--- src/rtl/frontpanel_spi_sequencer.sv ---
// Front panel SPI frame sequencer: TX/RX byte FIFOs, chip-select
// setup/hold/idle timing and one shift handshake per queued byte.
module frontpanel_spi_sequencer #(
   parameter int FIFO_DEPTH      = 32,
   parameter int CS_SETUP_CYCLES = 50,
   parameter int CS_HOLD_CYCLES  = 50,
   parameter int CS_IDLE_CYCLES  = 100
) (
   input  logic       clk,
   input  logic       rst,
   input  logic       txfifo_wr_en,
   input  logic [7:0] txfifo_wr_data,
   input  logic       txfifo_wr_last,
   output logic       txfifo_full,
   input  logic       rxfifo_rd_en,
   output logic [7:0] rxfifo_rd_data,
   output logic       rxfifo_empty,
   input  logic       err_clear,
   output logic       tx_overflow,
   output logic       rx_overflow,
   output logic       busy,
   output logic       shift_en,
   output logic [7:0] shift_data,
   input  logic       shift_done,
   input  logic [7:0] rx_data,
   output logic       spi_cs_n
);

   localparam int AW    = $clog2(FIFO_DEPTH);
   localparam int CMAX0 = (CS_SETUP_CYCLES > CS_HOLD_CYCLES) ?
                          CS_SETUP_CYCLES : CS_HOLD_CYCLES;
   localparam int CMAX  = (CMAX0 > CS_IDLE_CYCLES) ?
                          CMAX0 : CS_IDLE_CYCLES;
   localparam int CW    = $clog2(CMAX + 1);

   localparam logic [CW-1:0] SETUP_LD = CW'(CS_SETUP_CYCLES - 1);
   localparam logic [CW-1:0] HOLD_LD  = CW'(CS_HOLD_CYCLES - 1);
   localparam logic [CW-1:0] GAP_LD   = CW'(CS_IDLE_CYCLES - 1);

   typedef enum logic [2:0] {
      ST_IDLE,
      ST_SETUP,
      ST_SHIFT,
      ST_WAIT,
      ST_ACTIVE,
      ST_HOLD,
      ST_GAP
   } state_t;

   state_t        state;
   logic [CW-1:0] cnt;
   logic          last_q;

   logic [8:0]    tx_mem [FIFO_DEPTH];
   logic [AW:0]   tx_wptr;
   logic [AW:0]   tx_rptr;
   logic          tx_empty;
   logic          tx_push;
   logic          tx_pop;
   logic [8:0]    tx_head;

   logic [7:0]    rx_mem [FIFO_DEPTH];
   logic [AW:0]   rx_wptr;
   logic [AW:0]   rx_rptr;
   logic          rx_full;
   logic          rx_req;
   logic          rx_push;
   logic          rx_pop;

   assign tx_empty    = (tx_wptr == tx_rptr);
   assign txfifo_full = (tx_wptr[AW] != tx_rptr[AW]) &&
                        (tx_wptr[AW-1:0] == tx_rptr[AW-1:0]);
   assign tx_pop      = (state == ST_SHIFT) && !tx_empty;
   assign tx_push     = txfifo_wr_en && (!txfifo_full || tx_pop);
   assign tx_head     = tx_mem[tx_rptr[AW-1:0]];

   assign rxfifo_empty = (rx_wptr == rx_rptr);
   assign rx_full      = (rx_wptr[AW] != rx_rptr[AW]) &&
                         (rx_wptr[AW-1:0] == rx_rptr[AW-1:0]);
   assign rx_req       = (state == ST_WAIT) && shift_done;
   assign rx_pop       = rxfifo_rd_en && !rxfifo_empty;
   assign rx_push      = rx_req && (!rx_full || rx_pop);

   assign busy = (state != ST_IDLE);

   always_ff @(posedge clk) begin
      if (tx_push)
         tx_mem[tx_wptr[AW-1:0]] <= {txfifo_wr_last, txfifo_wr_data};
      if (rx_push)
         rx_mem[rx_wptr[AW-1:0]] <= rx_data;
   end

   always_ff @(posedge clk) begin
      if (rst) begin
         tx_wptr        <= '0;
         tx_rptr        <= '0;
         rx_wptr        <= '0;
         rx_rptr        <= '0;
         rxfifo_rd_data <= 8'h00;
         tx_overflow    <= 1'b0;
         rx_overflow    <= 1'b0;
      end else begin
         if (tx_push)
            tx_wptr <= tx_wptr + 1'b1;
         if (tx_pop)
            tx_rptr <= tx_rptr + 1'b1;
         if (rx_push)
            rx_wptr <= rx_wptr + 1'b1;
         if (rx_pop) begin
            rx_rptr        <= rx_rptr + 1'b1;
            rxfifo_rd_data <= rx_mem[rx_rptr[AW-1:0]];
         end
         // a fresh error in the clearing cycle keeps its flag set
         tx_overflow <= (tx_overflow && !err_clear) ||
                        (txfifo_wr_en && txfifo_full && !tx_pop);
         rx_overflow <= (rx_overflow && !err_clear) ||
                        (rx_req && rx_full && !rx_pop);
      end
   end

   always_ff @(posedge clk) begin
      if (rst) begin
         state      <= ST_IDLE;
         cnt        <= '0;
         last_q     <= 1'b0;
         spi_cs_n   <= 1'b1;
         shift_en   <= 1'b0;
         shift_data <= 8'h00;
      end else begin
         shift_en <= 1'b0;
         unique case (state)
            ST_IDLE: begin
               if (!tx_empty) begin
                  spi_cs_n <= 1'b0;
                  cnt      <= SETUP_LD;
                  state    <= (CS_SETUP_CYCLES == 1) ? ST_SHIFT : ST_SETUP;
               end
            end
            ST_SETUP: begin
               // leaving one cycle early lets SHIFT register shift_en on time
               if (cnt <= CW'(1))
                  state <= ST_SHIFT;
               else
                  cnt <= cnt - CW'(1);
            end
            ST_SHIFT: begin
               shift_en   <= 1'b1;
               shift_data <= tx_head[7:0];
               last_q     <= tx_head[8];
               state      <= ST_WAIT;
            end
            ST_WAIT: begin
               if (shift_done) begin
                  if (last_q) begin
                     cnt   <= HOLD_LD;
                     state <= ST_HOLD;
                  end else if (!tx_empty) begin
                     state <= ST_SHIFT;
                  end else begin
                     state <= ST_ACTIVE;
                  end
               end
            end
            ST_ACTIVE: begin
               if (!tx_empty)
                  state <= ST_SHIFT;
            end
            ST_HOLD: begin
               if (cnt == '0) begin
                  spi_cs_n <= 1'b1;
                  cnt      <= GAP_LD;
                  state    <= ST_GAP;
               end else begin
                  cnt <= cnt - CW'(1);
               end
            end
            ST_GAP: begin
               if (cnt == '0)
                  state <= ST_IDLE;
               else
                  cnt <= cnt - CW'(1);
            end
            default: state <= ST_IDLE;
         endcase
      end
   end

endmodule

--- config.mk ---
export PLATFORM = sky130hd
export DESIGN_NAME = frontpanel_spi_sequencer
export DESIGN_NICKNAME = d
export VERILOG_FILES = /design/src/rtl/frontpanel_spi_sequencer.sv
export SDC_FILE = /design/constraint.sdc
export NUM_CORES = 1
export LEC_CHECK = 0
export CORE_AREA = 2 2 210 212
export CTS_BUF_LIST = sky130_fd_sc_hd__clkbuf_16
export CTS_CLUSTER_SIZE = 28
export DETAILED_ROUTE_END_ITERATION = 7
export DIE_AREA = 0 0 212 214
export HOLD_SLACK_MARGIN = 0.12
export PLACE_DENSITY = 0.85
export SETUP_SLACK_MARGIN = 0.2
export SLEW_MARGIN = 20
export SYNTH_ARGS = -nofsm -noshare
export SYNTH_HDL_FRONTEND = slang
export SYNTH_SLANG_ARGS = --single-unit
export TNS_END_PERCENT = 30
--- constraint.sdc ---
create_clock -name clk -period 2.45 [get_ports clk]
set_clock_uncertainty 0.15 [all_clocks]
set_input_delay 0.3675 -clock clk [delete_from_list [all_inputs] [get_ports clk]]
set_output_delay 0.3675 -clock clk [all_outputs]
set_load 0.05 [all_outputs]
==> Word-level counts from Yosys, hierarchy flattened <==
Memories as Yosys holds them, arrays and structs flattened. A register that Yosys moved wholly into a read port is not among the register bits.
Index checks and enable logic that the tools add are counted.
{ "word_totals": {"register_bits": 38, "mem_bits_rw": 544, "elab_cells": 95, "mem_count": 2} }
{ "op_classes": {"n_addsub": 5, "n_lt_le_gt_ge": 1, "n_eq_ne": 21, "mux": 24, "n_reduce_logical": 32} }
{ "memory_table": {"columns": ["name", "depth", "word_bits", "read_ports", "rd_clocked_by_memory_dff", "write_ports", "line", "rtl"], "rows": [
  ["tx_mem", 32, 9, 1, 1, 1, "54", "logic [8:0] tx_mem [FIFO_DEPTH];"],
  ["rx_mem", 32, 8, 1, 1, 1, "62", "logic [7:0] rx_mem [FIFO_DEPTH];"]
]} }
{ "ops": {"columns": ["operator", "count"], "rows": [
  ["2-to-1 mux 7 bit", 6],
  ["case mux 7 bit (5 select lines)", 1],
  ["adder 6 x 1 -> 6 bit (second input constant)", 4],
  ["2-to-1 mux 3 bit", 8],
  ["case mux 3 bit (7 select lines)", 1],
  ["!= test 2 bit (second input constant)", 9],
  ["logical AND 1 bit", 13],
  ["equality test 6 bit", 2],
  ["AND reduction 6 bit", 2],
  ["equality test 5 bit", 2],
  ["equality test 3 bit (second input constant)", 3],
  ["less-or-equal comparator 7 x 1 -> 1 bit (second input constant)", 1],
  ["zero test 1 bit", 7],
  ["zero test 7 bit", 1],
  ["2-to-1 mux 1 bit", 7],
  ["subtractor 7 x 1 -> 7 bit (second input constant)", 1],
  ["equality test 3 x 2 -> 1 bit (second input constant)", 2],
  ["nonzero test 5 bit", 1],
  ["logical OR 1 bit", 4],
  ["equality test 3 x 1 -> 1 bit (second input constant)", 1],
  ["zero test 3 bit", 1],
  ["AND reduction 3 bit", 1],
  ["nonzero test 3 bit", 1],
  ["!= test 1 bit", 2],
  ["other kinds (2)", 2]
]} }

==> Longest topological paths before layout <==
{ "logic_depth": {"word_depth": 7, "depth_mapped": 8, "mapped_depth_nobuf": 7} }

==> Worst setup path after synthesis <==
OpenSTA, ideal clock, no wires.
{ "synth_path": {"kind": "register to output", "startpoint": "reg rx_rptr[0]", "endpoint": "out rxfifo_empty", "arrival_ps": 1946, "t_required_ps": 1933, "slack_ps": -14, "path_stages_with_launch": 5, "path_buffers": 1, "cell_sequence": "dfxtp_1 buf_2 xnor2_1 nand2_1 nor3_1"} }
{ "synth_between": {"elab_chain_cells": 1} }
{ "synth_rtl": {"columns": ["item", "line", "rtl"], "rows": [
  ["from (decl)", "64", "logic [AW:0] rx_rptr;"],
  ["from (signal assigned)", "110", "rx_rptr <= rx_rptr + 1'b1;"],
  ["equality test 6 bit", "77", "assign rxfifo_empty = (rx_wptr == rx_rptr);"],
  ["to (decl)", "17", "output logic rxfifo_empty,"]
]} }
Every way passes these cells.

==> Final worst setup path <==
{ "layout_path": {"startpoint": "reg rx_wptr[1]", "endpoint": "out rxfifo_empty"} }
{ "layout_between": {"elab_chain_cells": 1} }
{ "layout_rtl": {"columns": ["item", "line", "rtl"], "rows": [
  ["from (decl)", "63", "logic [AW:0] rx_wptr;"],
  ["from (signal assigned)", "108", "rx_wptr <= rx_wptr + 1'b1;"],
  ["equality test 6 bit", "77", null]
]} }
Every way passes these cells.

==> metrics.md <==
| Metric | Value |
|---|---|
| Num ports | 46 |
| I/O Buffers | 45 |
| Post-DP Area | 25830 um2 |
| Largest net degree at the start of global routing | 46 |
| Crit path required time | 1930 ps |
| Final wirelength | 57830 um |
| DR vias | 13890 |
| Maximum clock rate | 421.3 MHz |
| Vias/cell | 6.454 |
| Latest clock arrival within the worst-skew pair | 610 ps |
| Post-synthesis sequential area ratio | 0.7309 |
| Most common cell after layout, fill and taps aside | edfxtp_1 |
| Worst setup path category | reg2out |
| Detail Placement HPWL | 33780 um |
| Initial Util | 0.5563 |
| Warnings from Yosys | 0 |
| FF-to-FF End | last_q |
| Final #Nets | 1557 |
| Syn_nets | 1375 |
| Worst Setup Start Kind | flop |
| Clk slew on worst S/H paths | 60 ps |
| Worst Hold Launch | rx_rptr[5] |
| Slew @ Worst Pin | 994.0 ps |
| First-pass GRT wire length | 86680 um |
| Util after Layout | 0.6532 |
| CP max FO | 6 |
| Setup slack, reg-to-reg | 90 ps |
| Async SR Flop Fraction | 0 |
| Most frequent cells in the layout | 544 x edfxtp_1, 139 x buf_4, 98 x nor2_1 |
| Total track usage | 0.2570 |
| Pre-Repair DR Iteration Count | 6 |
| Fill count | 2622 |
| Row Count | 76 |
| CTS H-tree lvls | 2 |
| PD cells | 777.7 nW/um2 |
| CP Capture Type | primary output |
| Max Slew Vio Count | 0 |
| Area of the core | 42890 um2 |
| EDFF count, synth | 544 |
| Synthesized area per cell | 17.80 um2 |
| Worst reg-to-reg path cell count | 8 |
| # clock sinks | 599 |
| Clk root buf | clkbuf_16 |
| DR WL/cell | 26.87 um |
| #FFs+latches synth | 599 |
| End of the worst hold path | rx_rptr[5] |
| Gr ovfl total | 0 |
| RSZ-0062 raised after global routing | true |
| Gate Count Post-Synth | 1340 |
| Chip width | 212 um |
| Final Hold Viols | 0 |
| Final min period | 2373 ps |
| Register area | 17470 um2 |
| Period utilisation layout | 0.9688 |
| CTS tree | built |
| Die Ht | 214 um |
| Layout area overhead | 17.43% |
| Gp weighted congestion | 0.8675 |
| Multi-input gate area | 6195 um2 |
| Hold Path Class | reg2reg |
| Leak | 8.973 nW |
| Clock buffer depth | 3 |
| Initial antenna violation count | 0 |
| Slew margin rel. | 0.3360 |
| Outcome | finished, final reports clean |
| Num CTS Buffers | 56 |
| Vias in the first global route | 14080 |
| Share of layout cells above drive strength 1 | 0.2591 |
| Cell variety after synth | 67 |
| Max Cap Viol | 0 |
| Iter 0 DRT Violations | 1896 |
| Worst r2r src | tx_rptr[0] |
| Die area | 45370 um2 |
| Cell Area, Synth | 23860 um2 |
| Critical path data arrival time | 1860 ps |
| Routed Antenna Nets | 0 |
| Fin area | 28010 um2 |
| Synth Flop Type | edfxtp_1 |
| DRC Markers | 0 |
| ANT cells | 0 |
| Count of cells along the worst hold path | 2 |
| Final setup violating endpoints | 0 |
| Maximum vdd drop | 946.8 uV |
synth_stat cells (7+ instances only):
cell type,n,area [um2]
xnor2_1,12,105.1
buf_2,25,125.1
ha_1,12,150.1
a221oi_1,9,78.83
nor2_1,100,375.4
clkbuf_1,31,116.4
a22oi_1,26,195.2
buf_4,11,82.58
dfxtp_1,55,1101
edfxtp_1,544,16340
nor3_1,7,35.03
o21ai_1,14,70.07
inv_1,13,48.80
nand3b_1,8,60.06
o221ai_1,16,140.1
a32o_1,17,170.2
xor2_1,11,96.34
nand2_1,48,180.2
mux4_2,95,2140
a21oi_1,47,235.2
nor2b_1,8,50.05
mux2i_1,87,870.8
nand3_1,14,70.07
o22ai_1,17,106.4
a211oi_1,21,157.7
metal layers:
metal | vias up | track usage | wire [um]
li1 | 5786 | - | -
met1 | 6951 | 0.3387 | 20860
met2 | 967 | 0.4323 | 29360
met3 | 184 | 0.04486 | 5464
met4 | 0 | 0.09225 | 2146
met5 | - | 0 | 0
flip-flops by register name, summed over array words and instances (netlist names):
signal	count
cnt	7
last_q	1
rx_mem	256
rx_overflow	1
rx_rptr	6
rx_wptr	6
rxfifo_rd_data	8
shift_data	8
shift_en	1
spi_cs_n	1
state	3
tx_mem	288
tx_overflow	1
tx_rptr	6
tx_wptr	6
final cells by class:
| class | instances | share of cell area |
|---|---|---|
| clock buffers | 56 | 0.05002 |
| clock inverters | 47 | 0.01385 |
| inverters | 14 | 0.001876 |
| multi-input cells | 651 | 0.2211 |
| flip-flops and latches | 599 | 0.6235 |
| well taps | 585 | 0.02613 |
| repair buffers | 200 | 0.06351 |
metrics by stage:
stage	setup WS [ps]	total power, mW	std cells	hold WS, ps	TNS [ps]
floorplan	79.08	12.77	1340	313.5	0
global route	17.02	22.39	2152	380.5	0
finish	76.56	21.79	2152	354.0	0
detailed placement	-76.57	13.41	2032	340.2	-4215
global placement	-12.71	13.35	2032	329.4	-103.7
CTS	40.53	21.82	2143	353.3	0
where the power goes:
group	internal, mW	switching, mW
Clock	4.79	3.70
Sequential	11.3	0.117
Combinational	0.782	1.15
Total	16.8	4.96
critical path, cell delays in order, from the launching register on:
cell     delay [ps]
dfxtp_2         410
xnor2_2         150
nand3_2         130
buf_6           150
nor3_4          220
buf_12          170
timing repair:
action	4_1_cts	5_1_grt
hold buffers	1	0
gates cloned	1	0
setup endpoints to repair	288	477
pin swaps	4	6
endpoints found under the hold margin	8	0
buffers inserted	6	9
gates resized for setup	43	28
how the worst max path moves through the flow:
stage,start,endpoint,cells past startpoint
after floorplan,state[0],rx_mem[0][0],7
after global placement,rxfifo_rd_en,rx_wptr[4],6
after detailed placement,shift_done,rx_mem[16][1],6
after CTS,tx_wptr[1],txfifo_full,5
after global routing,rx_wptr[1],rxfifo_empty,5
final,rx_wptr[1],rxfifo_empty,5
cell families (layout without fill, tap and decap cells):
| family | after synthesis | after routing | synth area share |
|---|---|---|---|
| buffers and inverters | 90 | 317 | 0.01788 |
| AND/OR/NAND/NOR | 220 | 220 | 0.04248 |
| flip-flops | 599 | 599 | 0.7309 |
| XOR/XNOR | 23 | 23 | 0.008444 |
| adder cells (fa/ha/maj) | 12 | 12 | 0.006293 |
| AO/OA/AOI/OAI | 213 | 213 | 0.06734 |
| multiplexers | 183 | 183 | 0.1267 |
No activity file was read; power rests on OpenSTA's default activity.
==> variant: new RTL, same flow settings <==
`CS_IDLE_CYCLES`: 100 -> 200.
--- a/src/rtl/frontpanel_spi_sequencer.sv
+++ b/src/rtl/frontpanel_spi_sequencer.sv
@@ -5,5 +5,5 @@
    parameter int CS_SETUP_CYCLES = 50,
    parameter int CS_HOLD_CYCLES  = 50,
-   parameter int CS_IDLE_CYCLES  = 100
+   parameter int CS_IDLE_CYCLES  = 200
 ) (
    input  logic       clk,
Check against the original RTL: same outputs for any inputs over 4 cycles, from zero or initial values and one cycle with rst high; that may be too few to reach the edited logic, so the function may still have changed.
==> variant against the original RTL <==
- the flow now finishes with violations (negative setup slack)
- routed wire length is 13% higher
- count of clock-buffer cells in the layout is 1 higher
- critical path depth is 4 higher
- final area is 3.9% higher
- utilization is 2.6 points higher
- sequential cell count is 1 higher
- total power is 4.4% higher
- combinational power is 31% higher
- critical endpoint is now last_q$_SDFFE_PP0P_
- largest power group unchanged
- setup slack worse by 150 ps
- area after synthesis is 1.4% higher
- highest routed layer unchanged
- via count is 8.6% higher
- maximum frequency is 5.9% lower
==> variant: results (changes against the original RTL) <==
OUTCOME='complete, but fails checks'
FAILING_CHECKS='negative setup slack'
SETUP_SLACK_PS=-72.5  # -149 ps
POST_LAYOUT_NONFILLER_INSTANCES=2232  # +3.7%
STATIC-LEAKAGE-POWER_uW=0.00932  # +3.8%
SYNTH-SEQ-AREA-SHARE_PCT=72.1  # -0.96 points
MUXSHAREOFSYNTHAREA_PCT=13.1  # +0.48 points
SYNTH.LIB_CELLS_USED.DISTINCT=66  # -1.5%
REG2REGPATHDEPTH=9  # +1
DETAIL_ROUTE.WL_PER_CELL_UM=29.4  # +9.3%
TIMING_WORST_SETUP_PATH_TYPE='reg -> reg'
FIN_SETUP_TNS_PS=-96.8  # -96.8 ps
FINALSETUPVIOLCOUNT=2  # +2
GRT_START_MAX_NET_PINS=65  # +41%
VDD.IR_DROP.WORST_mV=0.759  # -20%
GRT_PASS1_VIAS=14826  # +5.3%
SYNTH_AREA_LEADERS='sky130_fd_sc_hd__edfxtp_1, sky130_fd_sc_hd__mux4_2, sky130_fd_sc_hd__dfxtp_1'
SYNTH.CELLS.MOST_FREQUENT='sky130_fd_sc_hd__edfxtp_1, sky130_fd_sc_hd__nor2_1, sky130_fd_sc_hd__mux4_2'
POST-PLACE-CELLS=2090  # +2.9%
COUNT_OF_ROUTING_VIOLATIONS_AFTER_THE_OPENING_DETAILED_ROUTE_ITERATION=2261  # +19%
DPL_CELL_AREA_UM2=26300  # +2.0%
GP_ROUTABILITY_CONGESTION=0.945  # +9.0%
HOLDPATHEND='rxfifo_rd_data[4]$_SDFFE_PP0P_'
HOLDCRITSTARTPOINT='rxfifo_rd_data[4]$_SDFFE_PP0P_'
REGTOREGSETUPSLACK_PS=-70  # -160 ps
DR.PASS1.ITERS=7  # +1
DRIVE_GT1_SHARE_PCT=30.7  # +4.8 points
variant: cell types whose count changed in the layout (fill, tap and decap cells not counted), sizes merged, moves of 9 or more:
cell and change:
mux2 +23, dlygate4sd2 -15, a221oi +16, a32o -16
a22oi -11, o21ai +15, a21oi -17, nor2b +9
nand2 -16, mux2i -10, clkdlybuf4s50 +15, buf +35
variant: worst max-delay path: stages (launching register included):
cell,delay (ps)
sky130_fd_sc_hd__dfxtp_4,420
sky130_fd_sc_hd__buf_12,120
sky130_fd_sc_hd__buf_16,140
sky130_fd_sc_hd__buf_4,140
sky130_fd_sc_hd__buf_16,190
sky130_fd_sc_hd__mux2i_1,240
sky130_fd_sc_hd__o221ai_1,240
sky130_fd_sc_hd__a21oi_1,320
sky130_fd_sc_hd__a221o_1,270
sky130_fd_sc_hd__o21ai_0,130
variant: layer usage:
layer	vias up	wire length (um)	GRT usage (%)
met2	1311	32700	46.9
li1	5993	-	-
met3	330	6640	5.06
met1	7443	22200	34.5
met4	0	4010	12.8
met5	-	0	0
variant: area by class of cell:
class | count | area (um^2) | area share (%)
Clock buffer | 57 | 1430 | 4.90
Clock inverter | 47 | 399 | 1.37
Timing Repair Buffer | 237 | 2300 | 7.91
Sequential cell | 600 | 17500 | 60.1
Inverter | 24 | 90.1 | 0.309
Tap cell | 585 | 732 | 2.51
Multi-Input combinational cell | 682 | 6670 | 22.9
variant: what timing repair did:
item / in CTS / in global routing
hold buffers: 1 / 0
endpoints found under the setup margin: 320 / 586
gates cloned: 4 / 1
gates resized for setup: 61 / 72
buffers inserted: 13 / 19
pin swaps: 11 / 17
endpoints found under the hold margin: 18 / 0
variant: power by group:
group          switching [uW]  internal, uW
registers                 136         11300
logic                    1510          1010
clock network            3850          4960
